--- src/rtl/riscv_pkg.sv ---
// rtl/riscv_pkg.sv - shared RV32I encodings for result select and load type
package riscv_pkg;

    localparam logic [1:0] RESULT_ALU  = 2'b00;
    localparam logic [1:0] RESULT_LOAD = 2'b01;
    localparam logic [1:0] RESULT_PC4  = 2'b10;

    localparam logic [2:0] F3_LB  = 3'b000;
    localparam logic [2:0] F3_LH  = 3'b001;
    localparam logic [2:0] F3_LW  = 3'b010;
    localparam logic [2:0] F3_LBU = 3'b100;
    localparam logic [2:0] F3_LHU = 3'b101;

endpackage

--- src/rtl/load_extend.sv ---
// rtl/load_extend.sv - byte/half lane extraction and sign/zero extension of load data
module load_extend
    import riscv_pkg::*;
(
    input  logic [31:0] read_data,
    input  logic [1:0]  addr,
    input  logic [2:0]  funct3,
    output logic [31:0] data_out
);

    logic [7:0]  byte_sel;
    logic [15:0] half_sel;

    // pick the addressed lane; halfwords only honour addr[1]
    always_comb begin
        byte_sel = read_data[7:0];
        case (addr)
            2'd0: byte_sel = read_data[7:0];
            2'd1: byte_sel = read_data[15:8];
            2'd2: byte_sel = read_data[23:16];
            2'd3: byte_sel = read_data[31:24];
            default: byte_sel = read_data[7:0];
        endcase
        half_sel = addr[1] ? read_data[31:16] : read_data[15:0];
    end

    // extend according to load type; unknown types behave as a full word
    always_comb begin
        data_out = read_data;
        case (funct3)
            F3_LB:   data_out = {{24{byte_sel[7]}}, byte_sel};
            F3_LH:   data_out = {{16{half_sel[15]}}, half_sel};
            F3_LBU:  data_out = {24'd0, byte_sel};
            F3_LHU:  data_out = {16'd0, half_sel};
            F3_LW:   data_out = read_data;
            default: data_out = read_data;
        endcase
    end

endmodule

--- src/rtl/writeback_stage.sv ---
// rtl/writeback_stage.sv - MEM/WB register, result select, single-shot commit and retire counter
module writeback_stage
    import riscv_pkg::*;
#(
    parameter int DATA_W = 32,
    parameter int CNT_W  = 32
) (
    input  logic              clk,
    input  logic              rst,
    input  logic              stall_w,
    input  logic              flush_w,
    input  logic              valid_m,
    input  logic              reg_write_m,
    input  logic [1:0]        result_src_m,
    input  logic [2:0]        funct3_m,
    input  logic [4:0]        rd_m,
    input  logic [DATA_W-1:0] alu_result_m,
    input  logic [DATA_W-1:0] read_data_m,
    input  logic [DATA_W-1:0] pc_plus4_m,
    output logic              WE3,
    output logic [4:0]        A3,
    output logic [DATA_W-1:0] WD3,
    output logic              valid_w,
    output logic              reg_write_w,
    output logic [4:0]        rd_w,
    output logic [DATA_W-1:0] result_w,
    output logic [CNT_W-1:0]  retire_cnt
);

    logic              valid_q, valid_d;
    logic              done_q, done_d;
    logic              reg_write_q, reg_write_d;
    logic [1:0]        result_src_q, result_src_d;
    logic [2:0]        funct3_q, funct3_d;
    logic [4:0]        rd_q, rd_d;
    logic [DATA_W-1:0] alu_q, alu_d;
    logic [DATA_W-1:0] rdata_q, rdata_d;
    logic [DATA_W-1:0] pc4_q, pc4_d;
    logic [CNT_W-1:0]  cnt_q, cnt_d;

    logic              commit;
    logic              rd_nonzero;
    logic [31:0]       load_ext;
    logic [DATA_W-1:0] result;

    load_extend u_load_extend (
        .read_data (rdata_q),
        .addr      (alu_q[1:0]),
        .funct3    (funct3_q),
        .data_out  (load_ext)
    );

    // commit qualification: done marks a stalled instruction that already wrote/retired
    always_comb begin
        rd_nonzero = (rd_q != 5'd0);
        commit     = valid_q & ~done_q;
    end

    // result select; the reserved encoding yields zero
    always_comb begin
        result = '0;
        case (result_src_q)
            RESULT_ALU:  result = alu_q;
            RESULT_LOAD: result = load_ext;
            RESULT_PC4:  result = pc4_q;
            default:     result = '0;
        endcase
    end

    // next-state for the W register: flush beats stall, stall holds everything but records the commit
    always_comb begin
        valid_d      = valid_q;
        done_d       = done_q;
        reg_write_d  = reg_write_q;
        result_src_d = result_src_q;
        funct3_d     = funct3_q;
        rd_d         = rd_q;
        alu_d        = alu_q;
        rdata_d      = rdata_q;
        pc4_d        = pc4_q;
        cnt_d        = cnt_q + CNT_W'(commit);
        if (flush_w) begin
            valid_d = 1'b0;
            done_d  = 1'b0;
        end else if (stall_w) begin
            done_d = done_q | commit;
        end else begin
            valid_d      = valid_m;
            done_d       = 1'b0;
            reg_write_d  = reg_write_m;
            result_src_d = result_src_m;
            funct3_d     = funct3_m;
            rd_d         = rd_m;
            alu_d        = alu_result_m;
            rdata_d      = read_data_m;
            pc4_d        = pc_plus4_m;
        end
    end

    // W-stage state register with asynchronous reset
    always_ff @(posedge clk or negedge rst) begin
        if (!rst) begin
            valid_q      <= 1'b0;
            done_q       <= 1'b0;
            reg_write_q  <= 1'b0;
            result_src_q <= 2'b00;
            funct3_q     <= 3'b000;
            rd_q         <= 5'd0;
            alu_q        <= '0;
            rdata_q      <= '0;
            pc4_q        <= '0;
            cnt_q        <= '0;
        end else begin
            valid_q      <= valid_d;
            done_q       <= done_d;
            reg_write_q  <= reg_write_d;
            result_src_q <= result_src_d;
            funct3_q     <= funct3_d;
            rd_q         <= rd_d;
            alu_q        <= alu_d;
            rdata_q      <= rdata_d;
            pc4_q        <= pc4_d;
            cnt_q        <= cnt_d;
        end
    end

    // regfile write port and forwarding outputs; x0 and the reserved select never write
    always_comb begin
        WE3         = commit & reg_write_q & rd_nonzero & (result_src_q != 2'b11);
        A3          = rd_q;
        WD3         = result;
        valid_w     = valid_q;
        reg_write_w = valid_q & reg_write_q & rd_nonzero;
        rd_w        = rd_q;
        result_w    = result;
        retire_cnt  = cnt_q;
    end

endmodule

--- config.mk ---
export PLATFORM = sky130hd
export DESIGN_NAME = writeback_stage
export DESIGN_NICKNAME = d
export VERILOG_FILES = /design/src/rtl/riscv_pkg.sv /design/src/rtl/load_extend.sv /design/src/rtl/writeback_stage.sv
export SDC_FILE = /design/constraint.sdc
export NUM_CORES = 1
export LEC_CHECK = 0
export ABC_AREA = 1
export CORE_ASPECT_RATIO = 2
export CORE_MARGIN = 5
export CORE_UTILIZATION = 44
export CTS_CLUSTER_DIAMETER = 60
export DETAILED_ROUTE_END_ITERATION = 16
export HOLD_SLACK_MARGIN = 0.12
export PLACE_DENSITY = 0.78
export SYNTH_ARGS = -nofsm -noshare
export SYNTH_HDL_FRONTEND = slang
export SYNTH_HIERARCHICAL = 1
export SYNTH_SLANG_ARGS = --single-unit
export TNS_END_PERCENT = 100
--- constraint.sdc ---
create_clock -name clk -period 1.6 [get_ports clk]
set_input_delay 0.24 -clock clk [delete_from_list [all_inputs] [get_ports clk]]
set_output_delay 0.24 -clock clk [all_outputs]
set_load 0.01 [all_outputs]
==> impl_results.rst <==
.. list-table::
   :header-rows: 1

   * - Metric
     - Value
   * - Proportion of layout cells with a drive suffix above 1
     - between 20% and 30%
   * - Commonest non-fill, non-tap cells in the layout
     - sky130_fd_sc_hd__nand2_1, sky130_fd_sc_hd__dfrtp_1, sky130_fd_sc_hd__clkdlybuf4s50_1, sky130_fd_sc_hd__buf_4
   * - Normalized max-slew margin
     - roughly three quarters
   * - Worst min path class
     - primary input to async pin
   * - Root buffer selected by CTS
     - sky130_fd_sc_hd__clkbuf_16
   * - Total GRT Usage
     - 25.9%
   * - Detailed Route Iter0 Violations
     - around 320
   * - Main combinational cell family by area after synthesis
     - simple AND/OR/NAND/NOR gates
   * - Minimum setup slack in the final design
     - -0.706 ns
   * - Worst Hold Slack
     - approximately 0.29 ns
   * - Worst R2R Setup Slack
     - -0.09 ns
   * - H-Tree Depth
     - 4
   * - Setup repair after global routing missed its margin
     - yes
   * - Register Area
     - approximately 3500 um2
   * - DIE WIDTH
     - about 100 um
   * - Final Cycle Share
     - 144%
   * - Fraction of the mapped netlist area in adder cells
     - less than 1%
   * - Number of clock buffers inserted by TritonCTS
     - 17
   * - Outcome
     - finished, violations left
   * - Count of input and output buffers
     - 220
   * - Antenna violations before repair
     - 3
   * - Simple-Gate Fraction of Synth Area
     - approximately a third
   * - Number of clock sinks
     - approximately 140
   * - Post-synthesis net count
     - 1,102
   * - Warnings from Yosys
     - 6
   * - Actual slew at the worst max-slew pin
     - 0.390 ns
   * - Destination of the critical timing path
     - result_w[8]
   * - Post-route clock skew
     - between 0.006 and 0.007 ns
   * - Die area
     - 20,300 um2
   * - Residual overflow from global routing
     - 0
   * - Total leakage power
     - ~0.0058 uW
   * - Mean number of vias per cell
     - between 5 and 6
   * - Largest net degree at the start of global routing
     - 55
   * - DR DRC count
     - 0
   * - Crit path max fanout
     - 11
   * - Critical path arrival
     - a little over 2 ns
   * - Min cycle time layout
     - around 2.3 ns
   * - Post-Syn Area
     - 7650 um2
   * - Site Rows
     - about 70
   * - Number of global-route vias before repair
     - about 7,600
   * - Overall power of the completed layout
     - roughly 12,000 uW
   * - Power per Cell Area
     - ~1000 nW/um2
   * - CTS tree
     - built
   * - Distinct cell type count of the synthesized netlist
     - 35
   * - Number of nets at the end of the flow
     - roughly 1,400
   * - Commonest non-fill, non-tap cell in the layout
     - sky130_fd_sc_hd__nand2_1
   * - Maxcap violations
     - 0
   * - Wire length of the first global-routing pass
     - ~40,000 um
   * - Type of origin of the critical path
     - register
   * - Dpl hpwl
     - just under 20,000 um
   * - Multiplexer fraction of the synthesized cell area
     - 0%
   * - Clock slew seen by the registers of the worst setup and hold paths
     - about 0.060 ns
   * - Die height
     - between 150 and 200 um
   * - Worst-skew pair later-pin latency
     - about 0.42 ns
   * - First drt pass iteration count
     - 6
   * - Sum of routed wire length over all layers
     - roughly 27,000 um
   * - Routability congestion estimate
     - ~0.95
   * - Io pins
     - 221
   * - Detailed-route via count
     - 7,558
   * - CP endpoint kind
     - output pin
   * - Synth Area in Compound Gates
     - under 10%
   * - Number of routed nets with antenna violations
     - 0
   * - Pins over their slew limit
     - 0
   * - Post-synthesis cell count
     - 987
   * - Synthesized-area fraction occupied by xor and xnor cells
     - 1.91%
   * - Initial standard-cell utilization of the core
     - between 40% and 50%
   * - Post-synthesis register bit count
     - 141
   * - Fill cells
     - between 1,000 and 1,500
   * - Startpoint of the most critical register-to-register path
     - valid_w
   * - Critical Setup Path Class
     - register to output pin
   * - Setup slack at placement
     - -0.699 ns
   * - Reg2reg end
     - retire_cnt[26]
   * - Core footprint
     - about 17,000 um2
   * - Area of combinational cells with multiple inputs
     - between 3000 and 4000 um2
   * - Synth-to-Final Area Change
     - 46.2%
   * - Number of cells traversed by the worst register-to-register path
     - 11
   * - Peak clock frequency supported by timing
     - between 400 and 500 MHz
   * - Final routed wire length divided by cell count
     - between 15 and 20 um
   * - Fin Setup TNS
     - -41.77 ns
   * - Sequential share of the synthesized area
     - 46.1%
   * - Setup-violating endpoint count in the final report
     - 79
   * - Clock Tree Buf Depth
     - 2
   * - Maximum VDD drop
     - about 760 uV
   * - Number of endpoints with negative hold slack in the final report
     - 0
   * - Synthesized area per cell
     - roughly 7.7 um2
   * - Violated checks
     - setup timing
   * - Startpoint of the worst setup timing path
     - alu_q[1]
   * - Crit path required time
     - 1.36 ns
[flip-flops by register name, summed over array words and instances, names as in the netlist]
name / cells
alu_q: 32
pc4_q: 32
rdata_q: 32
retire_cnt: 32
A3: 5
funct3_q: 3
result_src_q: 2
done_q: 1
reg_write_q: 1
valid_w: 1
[per-layer routing]
metal	vias up	routed length (um)	share of wire, %	global-route usage, %
met3	90	1020	3.8	2.98
met5	-	0	0	0
met1	3623	8850	33	26.5
li1	3596	-	-	-
met2	249	15000	56	47.6
met4	0	1730	6.5	16.8
[what timing repair did]
| action | 4_1_cts | 5_1_grt |
|---|---|---|
| hold endpoints to repair | 141 | 0 |
| gates resized for setup | 344 | 45 |
| buffers inserted | 18 | 7 |
| hold buffers | 1 | 0 |
| cloned | 0 | 2 |
| pin swaps | 34 | 35 |
| setup endpoints to repair | 126 | 95 |
[synth_stat cells (all sizes together)]
library cell,n,share of area [%]
xor2,11,1.5
nand2,445,23
a22oi,7,0.69
inv,74,3.7
nand4,2,0.36
dfrtp,141,46
xnor2,4,0.46
clkbuf,10,0.49
buf,73,6.7
o211ai,33,3.2
nand3b,8,0.79
and2,1,0.082
o21ai,38,2.5
ha,3,0.49
nand3,64,4.6
a21oi,15,1.1
a21boi,1,0.098
nor2,57,4.4
[per-stage QoR]
stage,utilization (%),std cells,cell area [um2]
2_1_floorplan,-,987,7670
3_3_place_gp,60.5,1415,10400
3_5_place_dp,60.5,1415,10400
4_1_cts,63.4,1466,10900
5_1_grt,65.0,1478,11200
6_report,65.0,1478,11200
[how the worst min path moves through the flow]
stage                     startpoint            end  slack [ns]  cells after the start
after floorplan                  rst          A3[0]       -0.06                      0
after global placement           rst  retire_cnt[4]        0.17                      1
after detailed placement         rst  retire_cnt[3]        0.17                      1
after CTS                        rst  retire_cnt[3]        0.30                      2
after global routing             rst  retire_cnt[4]        0.34                      2
final                            rst  retire_cnt[4]        0.29                      2
[cell type report]
| class | count | area share, % |
|---|---|---|
| Antenna cell | 3 | 0.0672 |
| Clock buffer | 23 | 4.37 |
| Clock inverter | 9 | 0.963 |
| Inverter | 74 | 2.61 |
| Multi-Input combinational cell | 689 | 31.9 |
| Sequential cell | 141 | 31.7 |
| Tap cell | 210 | 2.35 |
| Timing Repair Buffer | 329 | 26.1 |
[power breakdown]
group          total, uW  switching, uW  internal, uW
combinational       3410           1860          1550
sequential          4290            309          3980
clock               3990           1520          2460
[worst max-delay path, stage by stage (launching register included)]
cell and delay (ns):
sky130_fd_sc_hd__dfrtp_2 0.41, sky130_fd_sc_hd__buf_4 0.14, sky130_fd_sc_hd__nand2_2 0.08, sky130_fd_sc_hd__nand3_4 0.10, sky130_fd_sc_hd__nand4_4 0.16, sky130_fd_sc_hd__clkbuf_16 0.22
sky130_fd_sc_hd__nand2_1 0.08, sky130_fd_sc_hd__nand3_2 0.08, sky130_fd_sc_hd__o211ai_1 0.17, sky130_fd_sc_hd__buf_2 0.20
[cell families after synthesis]
family | after synthesis
adder cells (fa/ha/maj) | 3
buffers and inverters | 157
AO/OA/AOI/OAI | 94
AND/OR/NAND/NOR | 577
XOR/XNOR | 15
flip-flops | 141
(Power assumes the default switching activity.)
